$ cat config.mk
export PLATFORM = sky130hd
export DESIGN_NAME = dds_serial_rx
export DESIGN_NICKNAME = d
export VERILOG_FILES = /design/src/rtl/dds_serial_rx.sv
export SDC_FILE = /design/constraint.sdc
export NUM_CORES = 1
export LEC_CHECK = 0
export BUFFER_PORTS_ARGS = -buffer_cell sky130_fd_sc_hd__buf_4
export CORE_ASPECT_RATIO = 2
export CORE_MARGIN = 2
export CORE_UTILIZATION = 45
export CTS_BUF_LIST = sky130_fd_sc_hd__clkbuf_8
export DETAILED_ROUTE_END_ITERATION = 12
export HOLD_SLACK_MARGIN = 0.15
export MAX_ROUTING_LAYER = met4
export REMOVE_ABC_BUFFERS = 1
export SYNTH_ARGS = -nofsm -noshare
export SYNTH_HDL_FRONTEND = slang
export SYNTH_SLANG_ARGS = --single-unit
$ cat constraint.sdc
create_clock -name dds_clk -period 4.8 [get_ports dds_clk]
set_input_delay 1.2 -clock dds_clk [delete_from_list [all_inputs] [get_ports dds_clk]]
set_output_delay 1.2 -clock dds_clk [all_outputs]
set_load 0.05 [all_outputs]
$ cat src/rtl/dds_serial_rx.sv
// Receive side of the DDS serial-load interface: oversamples word_clk/data/fqud, assembles 40-bit LSB-first frames.
// Optional build macro DDS_RX_FRAMECNT_EN adds a valid-frame counter on rd_sel=3 and moves status to frame_cnt_status.
module dds_serial_rx #(
    parameter int WORD_BITS   = 40,
    parameter int SYNC_STAGES = 2
) (
    input  logic        dds_clk,
    input  logic        dds_reset,
    input  logic        ddswclk,
    input  logic        ddsdata,
    input  logic        ddsfqud,
    input  logic        ddsreset,
    input  logic [1:0]  rd_sel,
    output logic [15:0] rd_data,
    output logic [31:0] freq_word,
    output logic [7:0]  ctrl_byte,
    output logic        word_valid,
    output logic        frame_err,
`ifdef DDS_RX_FRAMECNT_EN
    output logic [15:0] frame_cnt_status,
`endif
    output logic        busy
);

    typedef enum logic [1:0] {
        IDLE  = 2'd0,
        SHIFT = 2'd1,
        FULL  = 2'd2,
        OVER  = 2'd3
    } state_t;

    localparam logic [5:0] FULL_CNT = 6'(WORD_BITS);
    localparam logic [5:0] OVER_CNT = 6'(WORD_BITS + 1);

    logic [SYNC_STAGES-1:0] wclk_sync_q, wclk_sync_d;
    logic [SYNC_STAGES-1:0] data_sync_q, data_sync_d;
    logic [SYNC_STAGES-1:0] fqud_sync_q, fqud_sync_d;
    logic [SYNC_STAGES-1:0] clr_sync_q,  clr_sync_d;
    logic                   wclk_prev_q, wclk_prev_d;
    logic                   fqud_prev_q, fqud_prev_d;

    logic [WORD_BITS-1:0]   shift_q, shift_d;
    logic [5:0]             bit_cnt_q, bit_cnt_d;
    state_t                 state_q, state_d;
    logic                   ok_q, ok_d;
    logic                   err_q, err_d;
    logic [31:0]            freq_q, freq_d;
    logic [7:0]             ctrl_q, ctrl_d;
    logic                   word_valid_q, word_valid_d;
    logic                   frame_err_q, frame_err_d;
    logic [15:0]            rd_data_q, rd_data_d;
    logic [15:0]            status;
`ifdef DDS_RX_FRAMECNT_EN
    logic [15:0]            frame_cnt_q, frame_cnt_d;
`endif

    logic wclk_edge;
    logic fqud_edge;
    logic data_bit;
    logic clr;

    assign wclk_edge = wclk_sync_q[SYNC_STAGES-1] & ~wclk_prev_q;
    assign fqud_edge = fqud_sync_q[SYNC_STAGES-1] & ~fqud_prev_q;
    assign data_bit  = data_sync_q[SYNC_STAGES-1];
    assign clr       = clr_sync_q[SYNC_STAGES-1];
    assign status    = {ok_q, err_q, 8'h00, bit_cnt_q};

    always_comb begin
        wclk_sync_d = {wclk_sync_q[SYNC_STAGES-2:0], ddswclk};
        data_sync_d = {data_sync_q[SYNC_STAGES-2:0], ddsdata};
        fqud_sync_d = {fqud_sync_q[SYNC_STAGES-2:0], ddsfqud};
        clr_sync_d  = {clr_sync_q[SYNC_STAGES-2:0], ddsreset};
        wclk_prev_d = wclk_sync_q[SYNC_STAGES-1];
        fqud_prev_d = fqud_sync_q[SYNC_STAGES-1];
    end

    // Frame assembly; a coincident fqud sees the count and shift value updated by the same-cycle wclk edge.
    always_comb begin
        shift_d      = shift_q;
        bit_cnt_d    = bit_cnt_q;
        state_d      = state_q;
        ok_d         = ok_q;
        err_d        = err_q;
        freq_d       = freq_q;
        ctrl_d       = ctrl_q;
        word_valid_d = 1'b0;
        frame_err_d  = 1'b0;

        if (clr) begin
            shift_d   = '0;
            bit_cnt_d = '0;
            state_d   = IDLE;
            ok_d      = 1'b0;
            err_d     = 1'b0;
        end else begin
            if (wclk_edge) begin
                shift_d = {data_bit, shift_q[WORD_BITS-1:1]};
                if (bit_cnt_q != OVER_CNT) begin
                    bit_cnt_d = bit_cnt_q + 6'd1;
                end
                case (state_q)
                    IDLE, SHIFT: state_d = (bit_cnt_d == FULL_CNT) ? FULL : SHIFT;
                    FULL:        state_d = OVER;
                    default:     state_d = OVER;
                endcase
            end
            if (fqud_edge) begin
                if (bit_cnt_d == FULL_CNT) begin
                    freq_d       = shift_d[31:0];
                    ctrl_d       = shift_d[39:32];
                    word_valid_d = 1'b1;
                    ok_d         = 1'b1;
                end else begin
                    frame_err_d = 1'b1;
                    err_d       = 1'b1;
                end
                bit_cnt_d = '0;
                state_d   = IDLE;
            end
        end
    end

    always_comb begin
`ifdef DDS_RX_FRAMECNT_EN
        frame_cnt_d = frame_cnt_q;
        if (word_valid_q) begin
            frame_cnt_d = frame_cnt_q + 16'd1;
        end
`endif
        case (rd_sel)
            2'd0:    rd_data_d = freq_q[15:0];
            2'd1:    rd_data_d = freq_q[31:16];
            2'd2:    rd_data_d = {8'h00, ctrl_q};
`ifdef DDS_RX_FRAMECNT_EN
            default: rd_data_d = frame_cnt_q;
`else
            default: rd_data_d = status;
`endif
        endcase
    end

    always_ff @(posedge dds_clk or posedge dds_reset) begin
        if (dds_reset) begin
            wclk_sync_q  <= '0;
            data_sync_q  <= '0;
            fqud_sync_q  <= '0;
            clr_sync_q   <= '0;
            wclk_prev_q  <= 1'b0;
            fqud_prev_q  <= 1'b0;
            shift_q      <= '0;
            bit_cnt_q    <= '0;
            state_q      <= IDLE;
            ok_q         <= 1'b0;
            err_q        <= 1'b0;
            freq_q       <= '0;
            ctrl_q       <= '0;
            word_valid_q <= 1'b0;
            frame_err_q  <= 1'b0;
            rd_data_q    <= '0;
`ifdef DDS_RX_FRAMECNT_EN
            frame_cnt_q  <= '0;
`endif
        end else begin
            wclk_sync_q  <= wclk_sync_d;
            data_sync_q  <= data_sync_d;
            fqud_sync_q  <= fqud_sync_d;
            clr_sync_q   <= clr_sync_d;
            wclk_prev_q  <= wclk_prev_d;
            fqud_prev_q  <= fqud_prev_d;
            shift_q      <= shift_d;
            bit_cnt_q    <= bit_cnt_d;
            state_q      <= state_d;
            ok_q         <= ok_d;
            err_q        <= err_d;
            freq_q       <= freq_d;
            ctrl_q       <= ctrl_d;
            word_valid_q <= word_valid_d;
            frame_err_q  <= frame_err_d;
            rd_data_q    <= rd_data_d;
`ifdef DDS_RX_FRAMECNT_EN
            frame_cnt_q  <= frame_cnt_d;
`endif
        end
    end

    assign rd_data    = rd_data_q;
    assign freq_word  = freq_q;
    assign ctrl_byte  = ctrl_q;
    assign word_valid = word_valid_q;
    assign frame_err  = frame_err_q;
    assign busy       = (state_q != IDLE);
`ifdef DDS_RX_FRAMECNT_EN
    assign frame_cnt_status = status;
`endif

endmodule

## Word-level counts from Yosys, hierarchy flattened

Index checks and enable logic that the tools add are counted.

| storage, ports and cells | value |
|---|---|
| bits in registers | 118 |
| bits of input ports | 8 |
| output and inout port bits | 59 |
| logic and storage cells | 66 |

| operators by class | value |
|---|---|
| add/subtract/negate cells | 1 |
| equal/unequal tests | 7 |
| muxes and demuxes | 27 |
| bitwise logic cells | 5 |
| reduce and logical (&&, ||, !) cells | 10 |

Operators by type and width:

| kind | count |
|---|---|
| 40-bit two-way mux | 2 |
| 16-bit one-hot mux with 3 select lines | 1 |
| 6-bit two-way mux | 7 |
| 6-bit equality test (second input constant) | 2 |
| 1-bit two-way mux | 12 |
| 2-bit two-way mux | 5 |
| 6-bit by 1-bit adder with 6-bit output (second input constant) | 1 |
| 6-bit != test (second input constant) | 1 |
| 2-bit nonzero test | 3 |
| 2-bit by 1-bit equality test with 1-bit output (second input constant) | 2 |
| 2-bit logical NOT | 2 |
| 2-bit AND reduction | 2 |
| 1-bit inverter | 3 |
| 3-bit AND reduction | 1 |
| 3-bit nonzero test | 1 |
| 1-bit AND | 2 |
| 2-bit equality test (second input constant) | 1 |
| 2-bit != test (second input constant) | 1 |
| 2-bit OR reduction | 1 |

## Longest topological paths before layout

Gate-level depths: netlist of run 1.

| depth | value |
|---|---|
| depth after elaboration | 10 |
| gate-level depth with buffers | 8 |
| mapped depth without buffers | 7 |

## Least setup slack after synthesis of run 1

Ideal clock, no wire load.

| timing path | value |
|---|---|
| path kind | flip-flop to flip-flop |
| start point | register bit_cnt_q[0] |
| end point | register ctrl_q[0] (netlist: ctrl_byte[0]) |
| setup time | 125 ps |
| arrival time | 2270 ps |
| data required time | 4675 ps |
| path slack | 2405 ps |
| cell stages (with the launch flop) | 8 |
| path buffers | 1 |
| cells stage by stage | dfrtp_1 -> ha_1 -> and3_2 -> nor4b_1 -> nor3_1 -> nor4_4 -> buf_6 -> mux2_4 |

| on the way | value |
|---|---|
| longest elaborated chain between the ends | 8 |

RTL lines:

| what | line | source |
|---|---|---|
| start: declaration | 43 | `logic [5:0] bit_cnt_q, bit_cnt_d;` |
| start signal: assignment | 171 | `bit_cnt_q <= bit_cnt_d;` |
| 6-bit by 1-bit adder with 6-bit output / 6-bit != test (equally long branches) | 99, 98 |  |
| 6-bit two-way mux | 98 | `if (bit_cnt_q != OVER_CNT) begin` |
| 6-bit two-way mux | 96 | `if (wclk_edge) begin` |
| 6-bit two-way mux | 89 | `if (clr) begin` |
| 6-bit two-way mux * | 96 |  |
| 6-bit two-way mux * | 89 |  |
| 6-bit equality test * | 108 | `if (bit_cnt_d == FULL_CNT) begin` |
| 3-bit AND reduction (no line) * | - |  |
| end signal: assignment | 176 | `ctrl_q <= ctrl_d;` |
| end: declaration | 48 | `logic [7:0] ctrl_q, ctrl_d;` |

Mark *: on every way between the ends. The rest lies on a longest branch, timed or not. The select of a mux whose other input is x is not followed.
A chain may end at the register's enable or synchronous reset.

## Worst setup path in the final report of run 1

| timing path | value |
|---|---|
| start point | register bit_cnt_q[0] |
| end point | register freq_q[17] (netlist: freq_word[17]) |

| on the way | value |
|---|---|
| longest elaborated chain between the ends | 8 |

RTL lines:

| what | line | source |
|---|---|---|
| 6-bit by 1-bit adder with 6-bit output / 6-bit != test (equally long branches) | 99, 98 |  |
| 6-bit two-way mux | 98 |  |
| 6-bit two-way mux | 96 |  |
| 6-bit two-way mux | 89 |  |
| 6-bit two-way mux * | 96 |  |
| 6-bit two-way mux * | 89 |  |
| 6-bit equality test * | 108 |  |
| 3-bit AND reduction (no line) * | - |  |
| end signal: assignment | 175 | `freq_q <= freq_d;` |
| end: declaration | 47 | `logic [31:0] freq_q, freq_d;` |

Marked as above.

==> results of run 1 <==
## critical path, cell delays in order (launching register included)
cell and delay, ns:
dfrtp_1 0.49, ha_1 0.31, and3_2 0.25, nor4b_1 0.25
nor3_1 0.14, nor4_4 0.31, buf_4 0.41, mux2_2 0.38
## kinds of logic (layout without fill, tap and decap cells)
| group | count (synthesis) | count (layout) | share of synthesized area (%) |
|---|---|---|---|
| simple gates | 163 | 163 | 13.8 |
| flops | 118 | 118 | 58.3 |
| compound gates | 61 | 61 | 6.91 |
| mux | 56 | 56 | 16.5 |
| buf+inv | 30 | 108 | 3.41 |
| xor+xnor | 4 | 4 | 0.691 |
| fa+ha+maj | 2 | 2 | 0.494 |
## per-stage QoR
stage | util, % | std cells | area, µm² | total power [mW] | hold slack, ns
6_report | 55.3 | 652 | 6050 | 2.05 | 0.355
4_1_cts | 55.3 | 652 | 6050 | 2.08 | 0.360
3_3_place_gp | 51.5 | 621 | 5630 | 1.11 | 0.332
5_1_grt | 55.3 | 652 | 6050 | 2.13 | 0.362
3_5_place_dp | 51.5 | 621 | 5630 | 1.11 | 0.343
2_1_floorplan | - | 409 | 4910 | 1.07 | 0.331
## flip-flops by register name (all words and copies together), names as in the netlist
name         count
shift_q         40
freq_word       32
rd_data         16
ctrl_byte        8
bit_cnt_q        6
clr_sync_q       2
data_sync_q      2
fqud_sync_q      2
state_q          2
wclk_sync_q      2
err_q            1
fqud_prev_q      1
frame_err        1
ok_q             1
wclk_prev_q      1
word_valid       1
## routing by layer
metal  GRT usage [%]  vias to the layer above  share of wire (%)
met5               -                        -                  0
met4            7.88                        0                2.1
met3            4.93                       24                4.1
met1            23.5                     1684                 40
li1                -                     1590                  -
met2            32.4                       83                 54
## synth_stat cells, drive strengths merged
master,n,area share (%)
nand2,127,9.4
dfrtp,118,58
a21oi,43,4.2
mux2,42,12
nor2,17,1.3
clkbuf,14,1.3
buf,11,1.7
mux2i,8,1.6
mux4,6,2.7
inv,5,0.37
o21ai,5,0.49
nor3,4,0.39
or3,3,0.42
xnor2,3,0.52
a211oi,2,0.30
a21o,2,0.30
a22o,2,0.35
ha,2,0.49
nand2b,2,0.39
o2111ai,2,0.35
o21a,2,0.30
and2b,1,0.17
and3,1,0.15
and4,1,0.20
nand3,1,0.099
nand4b,1,0.30
nor2b,1,0.12
nor4,1,0.42
nor4b,1,0.17
o21ba,1,0.20
o2bb2ai,1,0.17
o311a,1,0.22
or2,1,0.12
or4,1,0.15
xor2,1,0.17
## cell type report
class / instances / area share, %
multi-input cells: 286 / 32.1
clock buffers: 19 / 4.32
flip-flops and latches: 118 / 48.8
repair buffers: 72 / 8.93
clock inverters: 12 / 2.65
inverters: 5 / 0.351
well taps: 140 / 2.89
## worst max-delay path by stage
| stage | slack [ns] | endpoint | startpoint |
|---|---|---|---|
| after floorplan | 0.47 | bit_cnt_q[0] | dds_reset |
| after global placement | 2.20 | freq_word[16] | wclk_prev_q |
| after detailed placement | 2.15 | freq_word[17] | bit_cnt_q[0] |
| after CTS | 2.13 | freq_word[17] | bit_cnt_q[0] |
| after global routing | 1.93 | freq_word[17] | bit_cnt_q[0] |
| final | 2.13 | freq_word[17] | bit_cnt_q[0] |
## where the power goes
group,total (mW),switching [mW],internal (mW)
Clock,0.963,0.381,0.582
Combinational,0.0798,0.0599,0.0199
Sequential,1.01,0.00542,1.00
Total,2.05,0.446,1.60
==> impl_metrics.ini, run 1 <==
[floorplan]
fp.dieW_um = 79.0
rows = 54
io_pins = 67
die_area_mm2 = 0.0122
die_h_um = 154
initial_core_util_pct = 46.3
fp.coreArea_mm2 = 0.0109

[cts]
cts_setup_buffers = 0
clkTransAtPathRegs_ns = 0.07
clk_latency_ns = 0.42
ctsResizeCount = 0
clock_path_buffers = 2
cts_root_buf = clkbuf_8
numCtsBuffers = 17
hold_buffers = 0
cts_sinks = 118
htreeDepth = 4
cts_tree = done

[placed_design]
post-place-ws_ns = 2.15
port_buffers = 66
dp_hpwl_mm = 7.07
place.gp.congestion = 0.835

[cells_and_area]
drive_gt1_share_pct = 31.3
nFillCells = 993
antenna_cells = 0
final_cell_mix = 127 x nand2_1, 118 x dfrtp_1, 72 x buf_4
area_growth_pct = 19.5
final_common_cell = nand2_1
multi_input_area_mm2 = 0.00194
fin_nets = 510
seq_area_mm2 = 0.00295

[detailed_routing]
drt-wirelength-per-cell_um = 16.4
drtPass1Iterations = 4
viasPerCell = 5.19
drt-total-wl_mm = 10.7
ant_nets = 0
remaining_drc_errors = 0
vias = 3381
drt_iter0_markers = 224

[sta]
maxSlewViolCount = 0
worst_slew_pin_slew_ns = 0.653
setup-violations-final = 0
finalHoldViolations = 0
fin_crit_ns = 2.67
relSlewSlack_pct = 56.5
final.setup_skew_ns = 0.00768
rsz0062_at_grt = no
finalCritPeriodShare_pct = 55.5
setup_tns_ns = 0
fin_ws_ns = 2.13
fmaxAchievable_ghz = 0.375

[worst_setup_path]
start_kind = register
worstSetupPathType = reg2reg
critPathCaptureType = register
cp.required_ns = 5.11
r2r_start = bit_cnt_q[0]
worstPathArrival_ns = 2.97
crit_path_max_fanout = 22
reg2reg_setup_slack_ns = 2.13
worstRegToRegCells = 7
reg2reg_to = freq_word[17]

[global_route]
grt_pass1_vias = 3506
grt_overflow_total = 0
grt_max_degree = 54
gr-usage-all-layers_pct = 19.9
grt_pass1_wl_mm = 18.1
antenna_found_initial = 0

[run_status]
status = finished clean

[yosys]
ys_ff_latch = 118
ys_warn_count = 0
seq_area_frac_synth_pct = 58.3
synth.avg_cell_area_um2 = 11.7
synth_cells = 434
synth.cell_area_mm2 = 0.00507
yosys.cell_types.count = 44

[hold_path]
min_to = clr_sync_q[1]
hold_depth = 0
hold_class = reg2reg
worstHoldStart = clr_sync_q[0]

[power]
pwr_density_cell_mw_per_mm2 = 339
p_leak_nw = 3.15
ir_drop_mv = 0.238

[run]
drv_cap = 0
Power figures use the tool's default switching activity.
==> inputs of run 2 (changes only) <==
- clock period: 4.8 -> 2.49 ns (I/O delays scaled with it)
==> run 2 against run 1 <==
Against the previous run: design area up 1.6%; hold slack lost 0.16 ns; sequential share of layout area shrank 0.78 points; clock-buffer cell count grew 2; wire length increased by 6.3%; maximum frequency is 7.6% higher; sequential cell count did not move; critical endpoint is now freq_word[24]; largest power group unchanged.
==> impl_metrics.ini, run 2 (synthesis gave the netlist of run 1 again) <==
[run_status]
status = finished clean

[power]
p_leak_nw = 3.22
p_comb_share_pct = 4.8
pwr_density_cell_mw_per_mm2 = 597
ir_drop_mv = 0.409
power.total_mw = 3.68
clkPwrFrac_pct = 42.4
intPower_mw = 2.84
netSwitchingFraction_pct = 22.7
pwr-share-seq_pct = 52.8
netSwitchingPower_mw = 0.833

[global_route]
grt_pass1_wl_mm = 18.3
grt_pass1_vias = 3657
gr-usage-all-layers_pct = 20.4
grt_max_degree = 49
antenna_found_initial = 0
grt_overflow_total = 0

[cells_and_area]
final_cell_count_no_fill = 664
final_cell_mix = 127 x nand2_1, 118 x dfrtp_1, 80 x buf_4
antenna_cells = 0
finish.utilization_pct = 56.2
final_common_cell = nand2_1
largest_register_ffs = 40
fin_nets = 523
regMostFlops = shift_q
nFillCells = 1010
design_area_mm2 = 0.00615
drive_gt1_share_pct = 32.6
area_growth_pct = 21.4

[sta]
setup-violations-final = 0
finalCritPeriodShare_pct = 99.5
maxSlewViolCount = 0
final.setup_skew_ns = 0.00545
fin_crit_ns = 2.48
relSlewSlack_pct = 52.6
fmaxAchievable_ghz = 0.404
worst_slew_pin_slew_ns = 0.706
fin_ws_ns = 0.0118
finalHoldViolations = 0

[detailed_routing]
drt-wirelength-per-cell_um = 17.1
drt-total-wl_mm = 11.4
remaining_drc_errors = 0
viasPerCell = 5.16
drtPass1Iterations = 4
drt_iter0_markers = 199
vias = 3428
ant_nets = 0

[worst_setup_path]
start_kind = register
worstSetupPathType = reg2reg
cp_num_buf_inv = 2
crit_chain = ha_1, nand2b_1, nor4b_2, nor3_2, nor4_4, buf_4, buf_12, mux2_4
slowest_stage = dfrtp_1
r2r_start = bit_cnt_q[0]
cpPeakStageDelay_ns = 0.42
crit_path_max_fanout = 21
worstPathArrival_ns = 2.78
critPathCaptureType = register
critPathLaunch = bit_cnt_q[0]
cp_top_family = simple AND/OR/NAND/NOR gates
cp.required_ns = 2.79

[cts]
htreeDepth = 4
hold_buffers = 0
clock_path_buffers = 2
numCtsBuffers = 17
clk_latency_ns = 0.42
clkTransAtPathRegs_ns = 0.07
cts_tree = done
cts_root_buf = clkbuf_8
cts_sinks = 118

[placed_design]
post-place-ws_ns = 0.00149
port_buffers = 66
dp.cells = 630
dp_hpwl_mm = 7.25
placed_area_mm2 = 0.00574
place.gp.congestion = 0.795

[floorplan]
rows = 54
die_h_um = 154
io_pins = 67
die_area_mm2 = 0.0122
fp.dieW_um = 79.0
initial_core_util_pct = 46.3
fp.coreArea_mm2 = 0.0109

[hold_path]
hold_class = in2async

[run]
drv_cap = 0
-- run 2: area by class of cell --
cell class / count / area, µm² / area share (%)
well taps: 140 / 175 / 2.85
flip-flops and latches: 118 / 2950 / 48.0
repair buffers: 85 / 697 / 11.3
inverters: 5 / 21.3 / 0.346
clock inverters: 9 / 63.8 / 1.04
multi-input cells: 286 / 1950 / 31.8
clock buffers: 21 / 289 / 4.70
-- run 2: final timing paths --
check	depth (start not counted)	slack (ns)	end
max	8	0.01	freq_word[24]
max reg2reg	8	0.01	freq_word[24]
min in group dds_clk	1	0.31	wclk_sync_q[0]
min	2	0.20	rd_data[8]
min reg2reg	0	0.35	data_sync_q[1]
max in group asynchronous	3	1.70	fqud_prev_q
-- run 2: timing repair --
item,CTS,global route
gates resized for setup,0,6
buffers inserted,0,2
cloned,0,2
pin swaps,0,1
endpoints found under the setup margin,2,40
-- run 2: per-stage QoR --
step | TNS [ns] | hold WS (ns)
global route | -3.79 | 0.185
global placement | 0 | 0.337
finish | 0 | 0.198
detailed placement | 0 | 0.340
CTS | -0.0420 | 0.177
floorplan | -209.02 | 0.331
-- run 2: power groups by stage --
| stage | clock (mW) | sequential [mW] | combinational [mW] |
|---|---|---|---|
| finish | 1.56 | 1.94 | 0.175 |
| global route | 1.70 | 1.94 | 0.194 |
| CTS | 1.60 | 1.94 | 0.178 |
| detailed placement | 0 | 1.98 | 0.178 |
| global placement | 0 | 1.98 | 0.175 |
| floorplan | 0 | 1.99 | 0.0827 |
-- run 2: metal layers --
metal | wire length (µm) | global-route usage (%) | vias to the layer above | share of wire (%)
met5 | 0 | - | - | 0
met4 | 208 | 7.22 | 0 | 1.8
met3 | 339 | 5.75 | 17 | 3.0
met2 | 6410 | 34.7 | 67 | 56
met1 | 4420 | 22.5 | 1725 | 39
li1 | - | - | 1619 | -
==> inputs of run 3 (changes only) <==
- REMOVE_ABC_BUFFERS: 1 -> unset
==> run 3 against run 2 <==
Against the previous run: sequential cell count unchanged; clock power grew 15%; final cell count shrank 0.15%; sequential power is essentially flat; critical path depth shrank 1; clock-buffer cell count decreased by 3; design area up 1.1%; setup slack better by 0.048 ns; first-iteration DRC count down 5.5%; register-to-register slack better by 0.05 ns; sequential share of layout area fell by 0.48 points.
==> impl_metrics.ini, run 3 (synthesis gave the netlist of run 1 again) <==
[run_status]
status = finished clean

[detailed_routing]
drt-wirelength-per-cell_um = 18.0
viasPerCell = 5.28
drt-total-wl_mm = 11.9
remaining_drc_errors = 0
drtPass1Iterations = 4
vias = 3498
drt_iter0_markers = 188
ant_nets = 0

[sta]
setup-violations-final = 0
finalHoldViolations = 0
setup_tns_ns = 0
finalCritPeriodShare_pct = 97.6
hold_ws_ns = 0.215
rsz0062_at_grt = yes
fmaxAchievable_ghz = 0.412
relSlewSlack_pct = 58.6
worst_slew_pin_slew_ns = 0.616
fin_ws_ns = 0.0599
maxSlewViolCount = 0
fin_crit_ns = 2.43
final.setup_skew_ns = 0.00725

[cts]
clk_latency_ns = 0.43
clock_path_buffers = 2
cts_sinks = 118
cts_root_buf = clkbuf_8
numCtsBuffers = 17
cts_tree = done
htreeDepth = 4
clkTransAtPathRegs_ns = 0.07

[floorplan]
fp.coreArea_mm2 = 0.0109
initial_core_util_pct = 46.3
io_pins = 67
fp.dieW_um = 79.0
die_h_um = 154
die_area_mm2 = 0.0122
rows = 54

[cells_and_area]
area_growth_pct = 22.7
fin_nets = 520
antenna_cells = 0
design_area_mm2 = 0.00622
final_common_cell = nand2_1
regMostFlops = shift_q
drive_gt1_share_pct = 33.7
final_cell_count_no_fill = 663
final_cell_mix = 127 x nand2_1, 116 x dfrtp_1, 75 x buf_4
largest_register_ffs = 40

[worst_setup_path]
cpPeakStageDelay_ns = 0.45
worstPathArrival_ns = 2.75
critPathLaunch = bit_cnt_q[0]
start_kind = register
crit_chain = ha_1, and3_2, nor4b_1, nor3_1, nor4_4, bufbuf_16, mux2_4
slowest_stage = dfrtp_2
worstSetupPathType = reg2reg
critPathCaptureType = register
r2r_start = bit_cnt_q[0]
crit_path_max_fanout = 16
cp.required_ns = 2.81

[placed_design]
dp.cells = 628
post-place-ws_ns = -0.0491
port_buffers = 66
dp_hpwl_mm = 8.07
placed_area_mm2 = 0.00572
place.gp.congestion = 0.813

[global_route]
gr-usage-all-layers_pct = 21.4
antenna_found_initial = 0
grt_pass1_vias = 3516
grt_pass1_wl_mm = 18.9
grt_overflow_total = 0
grt_max_degree = 49

[power]
pwr_density_cell_mw_per_mm2 = 627
p_leak_nw = 3.23
ir_drop_mv = 0.379

[run]
drv_cap = 0

[hold_path]
hold_class = in2async

[yosys]
synth_fp_nets = 444
run 3: routing by layer:
metal | GRT usage (%) | part of all wire [%]
met1 | 22.9 | 37
met4 | 7.64 | 1.6
met2 | 37.9 | 58
met5 | - | 0
met3 | 4.99 | 3.0
run 3: area by class of cell:
type                    count  area [µm²]
clock buffers              18         248
clock inverters            14         158
fillers                   962        4720
inverters                   5        22.5
multi-input cells         286        1960
flip-flops and latches    118        2960
well taps                 140         175
repair buffers             82         707
run 3: stage by stage:
step,util [%],power (mW)
final,56.8,3.90
after global routing,56.8,4.05
after CTS,56.4,3.94
after detailed placement,52.3,2.15
after global placement,52.3,2.15
after floorplan,-,2.09
run 3: where the power goes:
part | leakage [nW] | switching [mW] | internal [mW] | total, mW
registers | 1.62 | 0.0101 | 1.93 | 1.94
clock network | 0.208 | 0.780 | 1.01 | 1.79
logic | 1.40 | 0.123 | 0.0472 | 0.170
total | 3.23 | 0.913 | 2.98 | 3.90
run 3: timing repair:
| item | 4_1_cts | 5_1_grt |
|---|---|---|
| setup endpoints to repair | 32 | 40 |
| gates resized for setup | 0 | 7 |
| hold buffers | 0 | 0 |
| setup buffers | 1 | 0 |
| pin swaps | 1 | 0 |
| hold endpoints to repair | 0 | 0 |
| cloned | 1 | 1 |
run 3: path summary, 6_finish.rpt:
kind	end	slack, ns	depth (start not counted)
worst max register to register	freq_word[23]	0.06	7
worst min-delay path	rd_data[1]	0.22	2
worst min register to register	fqud_sync_q[1]	0.35	0
min in group dds_clk	data_sync_q[0]	0.29	1
max in group asynchronous	freq_word[3]	1.61	3
worst max-delay path	freq_word[23]	0.06	7
run 3: critical path: cells and delay by family (launching register included):
kind	cells	cell delay (ns)
DFF	1	0.45
muxes	1	0.31
adders and majority gates	1	0.22
and+or+nand+nor	4	0.96
buffers and inverters	1	0.38
